[config.mk]
export PLATFORM = sky130hd
export DESIGN_NAME = vga_sprite_capture
export DESIGN_NICKNAME = d
export VERILOG_FILES = /design/src/rtl/vga_sprite_capture_pkg.sv /design/src/rtl/vga_sprite_capture_sync_tracker.sv /design/src/rtl/vga_sprite_capture.sv
export SDC_FILE = /design/constraint.sdc
export NUM_CORES = 1
export LEC_CHECK = 0
export BUFFER_PORTS_ARGS = -buffer_cell sky130_fd_sc_hd__buf_2
export CORE_MARGIN = 3
export CORE_UTILIZATION = 35
export DETAILED_ROUTE_END_ITERATION = 8
export MAX_ROUTING_LAYER = met4
export SLEW_MARGIN = 20
export SYNTH_ARGS = -nofsm -noshare
export SYNTH_HDL_FRONTEND = slang
export SYNTH_SLANG_ARGS = --single-unit
[constraint.sdc]
create_clock -name clk -period 3.1 [get_ports clk]
set_input_delay 0 -clock clk [delete_from_list [all_inputs] [get_ports clk]]
set_output_delay 0 -clock clk [all_outputs]
set_load 0.02 [all_outputs]
[src/rtl/vga_sprite_capture_pkg.sv]
// Shared 640x480 VGA timing constants, capture FSM states and sprite geometry
// used by both the transmit-side and receive-side blocks.
package vga_sprite_capture_pkg;

  localparam int unsigned H_BP     = 144;
  localparam int unsigned H_FP     = 784;
  localparam int unsigned V_BP     = 31;
  localparam int unsigned V_FP     = 511;
  localparam int unsigned H_TOTAL  = 800;

  localparam int unsigned SPR_COLS = 32;
  localparam int unsigned SPR_ROWS = 16;

  localparam int unsigned CNT_W    = 10;

  typedef enum logic [1:0] {
    IDLE,
    WAIT_FRAME,
    CAPTURE,
    DONE
  } cap_state_e;

endpackage

[src/rtl/vga_sprite_capture_sync_tracker.sv]
// Recovers hc/vc/vidon from sampled hsync/vsync falling edges and flags
// line-length errors; all state advances only on pix_ce.
module vga_sprite_capture_sync_tracker
  import vga_sprite_capture_pkg::*;
#(
  parameter int unsigned HBP    = H_BP,
  parameter int unsigned HFP    = H_FP,
  parameter int unsigned VBP    = V_BP,
  parameter int unsigned VFP    = V_FP,
  parameter int unsigned HTOTAL = H_TOTAL
) (
  input  logic             clk_i,
  input  logic             clr_i,
  input  logic             pix_ce_i,
  input  logic             hsync_i,
  input  logic             vsync_i,
  output logic [CNT_W-1:0] hc_o,
  output logic [CNT_W-1:0] vc_o,
  output logic             vidon_o,
  output logic             sync_err_o,
  output logic             hs_fall_o,
  output logic             vs_fall_o
);

  localparam logic [CNT_W-1:0] CNT_MAX   = '1;
  localparam logic [CNT_W-1:0] HBP_C     = CNT_W'(HBP);
  localparam logic [CNT_W-1:0] HFP_C     = CNT_W'(HFP);
  localparam logic [CNT_W-1:0] VBP_C     = CNT_W'(VBP);
  localparam logic [CNT_W-1:0] VFP_C     = CNT_W'(VFP);
  localparam logic [CNT_W-1:0] HLAST_C   = CNT_W'(HTOTAL - 1);

  logic             hs_prev_q, vs_prev_q;
  logic             seen_edge_q;
  logic             sync_err_q, sync_err_d;
  logic [CNT_W-1:0] hc_q, hc_d;
  logic [CNT_W-1:0] vc_q, vc_d;
  logic             hs_fall, vs_fall;

  // Edge flags are already qualified by pix_ce so the capture FSM can use them directly.
  assign hs_fall = pix_ce_i & hs_prev_q & ~hsync_i;
  assign vs_fall = pix_ce_i & vs_prev_q & ~vsync_i;

  always_comb begin
    hc_d       = hc_q;
    vc_d       = vc_q;
    sync_err_d = sync_err_q;
    if (pix_ce_i) begin
      if (hs_fall)               hc_d = '0;
      else if (hc_q != CNT_MAX)  hc_d = hc_q + 1'b1;

      if (vs_fall)                          vc_d = '0;
      else if (hs_fall && vc_q != CNT_MAX)  vc_d = vc_q + 1'b1;

      if (hs_fall && seen_edge_q && hc_q != HLAST_C) sync_err_d = 1'b1;
      if (hc_d == CNT_MAX)                            sync_err_d = 1'b1;
    end
  end

  always_ff @(posedge clk_i) begin
    if (clr_i) begin
      hs_prev_q   <= 1'b1;
      vs_prev_q   <= 1'b1;
      seen_edge_q <= 1'b0;
      sync_err_q  <= 1'b0;
      hc_q        <= '0;
      vc_q        <= '0;
    end else if (pix_ce_i) begin
      hs_prev_q   <= hsync_i;
      vs_prev_q   <= vsync_i;
      seen_edge_q <= seen_edge_q | hs_fall;
      sync_err_q  <= sync_err_d;
      hc_q        <= hc_d;
      vc_q        <= vc_d;
    end
  end

  assign hc_o       = hc_q;
  assign vc_o       = vc_q;
  assign vidon_o    = (hc_q >= HBP_C) && (hc_q < HFP_C) && (vc_q >= VBP_C) && (vc_q < VFP_C);
  assign sync_err_o = sync_err_q;
  assign hs_fall_o  = hs_fall;
  assign vs_fall_o  = vs_fall;

endmodule

[src/rtl/vga_sprite_capture.sv]
// Captures a 32x16 one-bit sprite from an incoming VGA stream into a row
// buffer on request, with a registered row read port.
module vga_sprite_capture
  import vga_sprite_capture_pkg::*;
#(
  parameter int unsigned HBP    = H_BP,
  parameter int unsigned HFP    = H_FP,
  parameter int unsigned VBP    = V_BP,
  parameter int unsigned VFP    = V_FP,
  parameter int unsigned HTOTAL = H_TOTAL,
  parameter int unsigned X0     = 0,
  parameter int unsigned Y0     = 0
) (
  input  logic             clk,
  input  logic             clr,
  input  logic             pix_ce,
  input  logic             hsync,
  input  logic             vsync,
  input  logic [2:0]       red,
  input  logic [2:0]       green,
  input  logic [1:0]       blue,
  input  logic             arm,
  input  logic [3:0]       rd_addr,
  output logic [31:0]      rd_data,
  output logic [CNT_W-1:0] hc,
  output logic [CNT_W-1:0] vc,
  output logic             vidon,
  output logic             busy,
  output logic             done,
  output logic             sync_err
);

  localparam logic [CNT_W-1:0] X_START = CNT_W'(HBP + X0);
  localparam logic [CNT_W-1:0] Y_START = CNT_W'(VBP + Y0);
  localparam logic [CNT_W-1:0] NCOLS   = CNT_W'(SPR_COLS);
  localparam logic [CNT_W-1:0] NROWS   = CNT_W'(SPR_ROWS);

  logic             hs_fall, vs_fall;
  logic [CNT_W-1:0] hc_rel, vc_rel;
  logic [4:0]       wr_col;
  logic [3:0]       wr_row;
  logic             in_win, last_px, wr_en, pix_bit;

  cap_state_e       state_q;
  logic             busy_q, done_q;
  logic [31:0]      rows_q [SPR_ROWS];
  logic [31:0]      rd_data_q;

  vga_sprite_capture_sync_tracker #(
    .HBP    (HBP),
    .HFP    (HFP),
    .VBP    (VBP),
    .VFP    (VFP),
    .HTOTAL (HTOTAL)
  ) u_sync (
    .clk_i      (clk),
    .clr_i      (clr),
    .pix_ce_i   (pix_ce),
    .hsync_i    (hsync),
    .vsync_i    (vsync),
    .hc_o       (hc),
    .vc_o       (vc),
    .vidon_o    (vidon),
    .sync_err_o (sync_err),
    .hs_fall_o  (hs_fall),
    .vs_fall_o  (vs_fall)
  );

  // Window test uses the counters as they stand at the sampling edge.
  assign hc_rel  = hc - X_START;
  assign vc_rel  = vc - Y_START;
  assign in_win  = (hc >= X_START) && (hc_rel < NCOLS) && (vc >= Y_START) && (vc_rel < NROWS);
  assign wr_col  = hc_rel[4:0];
  assign wr_row  = vc_rel[3:0];
  assign last_px = in_win && (wr_col == 5'd31) && (wr_row == 4'd15);
  assign pix_bit = |{red, green, blue};
  assign wr_en   = (state_q == CAPTURE) && pix_ce && in_win;

  always_ff @(posedge clk) begin
    if (clr) begin
      state_q <= IDLE;
      busy_q  <= 1'b0;
      done_q  <= 1'b0;
    end else begin
      case (state_q)
        IDLE: begin
          if (pix_ce && arm) begin
            state_q <= WAIT_FRAME;
            busy_q  <= 1'b1;
          end
        end
        WAIT_FRAME: begin
          if (vs_fall) state_q <= CAPTURE;
        end
        CAPTURE: begin
          // A new frame start restarts capture; the rows simply get overwritten.
          if (!vs_fall && pix_ce && last_px) begin
            state_q <= DONE;
            busy_q  <= 1'b0;
            done_q  <= 1'b1;
          end
        end
        DONE: begin
          state_q <= IDLE;
          done_q  <= 1'b0;
        end
        default: begin
          state_q <= IDLE;
          busy_q  <= 1'b0;
          done_q  <= 1'b0;
        end
      endcase
    end
  end

  always_ff @(posedge clk) begin
    if (clr) begin
      for (int unsigned i = 0; i < SPR_ROWS; i++) rows_q[i] <= '0;
      rd_data_q <= '0;
    end else begin
      rd_data_q <= rows_q[rd_addr];
      if (wr_en) rows_q[wr_row][5'd31 - wr_col] <= pix_bit;
    end
  end

  assign rd_data = rd_data_q;
  assign busy    = busy_q;
  assign done    = done_q;

endmodule

==> impl_metrics.py <==
metrics = {
    "worst_setup_path": {
        "start_kind": "flip-flop",
        "r2r_setup_slack_ns": 0.14,
        "rr_endpoint": "rows_q[2][5]",
        "r2r-start": "u_sync.vc_o[3]",
        "reg2regPathDepth": 8,
        "cp_slowest_stage_delay_ns": 0.52,
        "path_class": "reg2reg",
        "worstPathRequired_ns": 3.39,
        "crit_arrival_ns": 3.24,
        "crit_slowest_cell": "or4_1",
        "worstPathCellList": "nand3_1, or4_1, and2_2, nor3_2, buf_4, nand3_4, buf_12, o21bai_1",
        "endpoint_kind": "flip-flop",
        "path_max_fanout": 111,
    },
    "hold_path": {
        "hold_depth": 3,
        "hp-start": "rd_addr[3]",
        "min_path_type": "in2reg",
        "holdPathEnd": "rd_data[12]",
    },
    "sta": {
        "hold_viol": 0,
        "fin_crit_ns": 2.956,
        "period_share_pct": 95.36,
        "fmax_ghz": 0.3383,
        "max_slew.worst_pin.slew_ns": 0.9771,
        "rsz0062_at_grt": "no",
        "fin_tns_setup_ns": 0,
        "relSlewSlack_pct": 34.86,
        "setup_viol": 0,
        "final-max-slew-violation-count": 0,
        "fin_skew_ns": 0.01324,
    },
    "clocking": {
        "cts.clk_slew.worst_paths_ns": 0.06,
        "h-tree-depth": 3,
        "cts-root-buf": "clkbuf_16",
        "tritoncts": "yes",
        "ctsLongestPathBuffers": 3,
        "clock-sinks": 572,
        "worst_skew_pair.late_latency_ns": 0.60,
        "cts_made_buffers": 67,
    },
    "detailed_routing": {
        "firstDrtPassIters": 6,
        "wl_per_cell_um": 23.87,
        "drtAntennaViolNets": 0,
        "dr.first_iter.drc_count": 2311,
        "routed_wl_um": 87100,
        "drt-vias-per-instance": 5.651,
        "drcViolationCount": 0,
        "vias": 20620,
    },
    "grt": {
        "grt_pass1_wl_um": 131900,
        "grt_pass1_vias": 20890,
        "gr-total-overflow": 0,
        "grt_max_degree": 243,
        "track_usage_pct": 20.10,
        "antenna_found_initial": 0,
    },
    "synthesis": {
        "synth.area.top_cells": "edfxtp_1 (52%), mux4_2 (12%), o21bai_1 (11%)",
        "syn-num-nets": 2526,
        "syn_area_um2": 29640,
        "seq_area_frac_synth_pct": 55.93,
        "yosysMostFrequentCell": "nor2_1",
        "yosysWarnings": 0,
        "async_reset_ff_share_pct": 0,
        "ys_top_cells_by_count": "nor2_1 (545), edfxtp_1 (512), o21bai_1 (444)",
        "synth.avg_cell_area_um2": 11.90,
        "synthCells": 2491,
        "synth_top_area_share_pct": 51.87,
        "ys_ff_latch": 572,
        "synth-edff-count": 512,
        "ys.flop_type": "edfxtp_1",
        "yosys.area.top_type": "edfxtp_1",
        "ys_types": 62,
    },
    "cells_and_area": {
        "fin_area_um2": 33510,
        "num-fill-cells": 7951,
        "area_delta_synth_final_pct": 13.08,
        "drive_gt1_share_pct": 18.21,
        "antennaDiodeCount": 0,
        "nNetsFinal": 2498,
        "fin_util_pct": 39.98,
    },
    "placement": {
        "dpl-instance-area_um2": 31310,
        "gp_congestion": 0.8169,
        "hpwlAfterDp_um": 53100,
        "port_buffers": 73,
    },
    "floorplan": {
        "dieHeight_um": 297,
        "core_area_um2": 83820,
        "fp-row-count": 106,
        "ios": 74,
        "die-width_um": 297,
        "initial_core_util_pct": 35.36,
        "dieArea_um2": 88210,
    },
    "pwr": {
        "powerDensity_nw_per_um2": 541.1,
        "power.leakage_nw": 10.51,
        "vdd_drop_max_mv": 0.3354,
    },
    "status": {
        "status": "complete, no violations",
    },
    "run": {
        "drv_cap": 0,
    },
}
-- worst max-delay path: cells and delay by family (launching register included) --
kind / cells / cell delay [ns]
simple gates: 5 / 1.17
flops: 1 / 0.50
buf+inv: 2 / 0.41
compound gates: 1 / 0.33
-- final cells by class --
class / count / area (µm²) / area share, %
inverters: 13 / 48.80 / 0.1456
repair buffers: 182 / 1394 / 4.159
clock buffers: 87 / 1794 / 5.354
well taps: 1134 / 1419 / 4.234
flip-flops and latches: 572 / 16580 / 49.47
clock inverters: 34 / 312.8 / 0.9333
multi-input cells: 1627 / 11970 / 35.71
-- state kept, by name, indices dropped and copies added, names as in the netlist, 2 cells and up --
| register | flops |
|---|---|
| state_q | 2 |
| rows_q | 512 |
| u_sync.hc_o | 10 |
| u_sync.vc_o | 10 |
| rd_data | 32 |
-- through the flow --
step	worst slack, ns	hold slack [ns]	cells	power [mW]
2_1_floorplan	0.09572	0.1179	2491	10.09
3_5_place_dp	0.1131	0.2401	3519	10.57
4_1_cts	0.09249	0.1716	3649	18.27
6_report	0.1438	0.1866	3649	18.13
5_1_grt	0.004353	0.1966	3649	18.71
3_3_place_gp	0.1980	0.2293	3519	10.51
-- per-layer routing --
metal  vias up  track usage [%]  part of all wire, %
met3       168            3.313                  8.1
met2       947            32.59                   48
met1     10520            25.95                   41
met5         -                -                    0
met4         0            6.271                  2.9
li1       8988                -                    -
-- where the power goes --
group          internal [mW]  total, mW  switching [mW]
Clock                   4.52       7.71            3.19
Sequential              8.77       8.90           0.130
Combinational          0.736       1.52           0.783
Total                   14.0       18.1            4.11
-- how the worst max path moves through the flow --
stage                   start             to  slack [ns]  depth (start not counted)
6_report       u_sync.vc_o[3]   rows_q[2][5]        0.14                          8
5_1_grt            state_q[0]  rows_q[9][11]       0.004                          8
4_1_cts        u_sync.vc_o[1]  rows_q[8][17]        0.09                          8
3_5_place_dp   u_sync.vc_o[1]  rows_q[4][18]        0.11                          8
3_3_place_gp   u_sync.vc_o[1]  rows_q[7][16]        0.20                          8
2_1_floorplan  u_sync.hc_o[4]  rows_q[0][16]         0.1                         10
-- cells by family (layout without fill, tap and decap cells) --
group | Yosys count | count (layout) | share of synthesized area, %
AND/OR/NAND/NOR | 862 | 862 | 12.31
AO/OA/AOI/OAI | 572 | 572 | 14.42
multiplexers | 164 | 164 | 12.29
XOR/XNOR | 12 | 12 | 0.3546
adder cells (fa/ha/maj) | 17 | 17 | 0.7176
flip-flops | 572 | 572 | 55.93
buffers and inverters | 292 | 316 | 3.973
-- cell usage in the layout (no fill, tap or decap), types with 7 or more instances in the layout --
master / count
a21o_1: 70
a21oi_1: 11
buf_12: 13
buf_2: 70
buf_4: 87
clkbuf_1: 18
clkbuf_16: 69
clkinv_1: 13
clkinv_2: 8
dfxtp_1: 57
dlygate4sd3_1: 9
edfxtp_1: 512
ha_1: 17
inv_1: 13
mux4_2: 160
nand2_1: 181
nand3_1: 10
nand4_1: 7
nor2_1: 545
nor2b_1: 50
nor3_1: 10
o21ai_0: 12
o21bai_1: 444
-- what timing repair did --
| action | CTS | global route |
|---|---|---|
| endpoints found under the hold margin | 16 | 0 |
| resized for setup | 0 | 3 |
| setup buffers | 0 | 0 |
| setup endpoints to repair | 0 | 87 |
| hold buffers | 9 | 0 |
No activity file was read; power rests on OpenSTA's default activity.
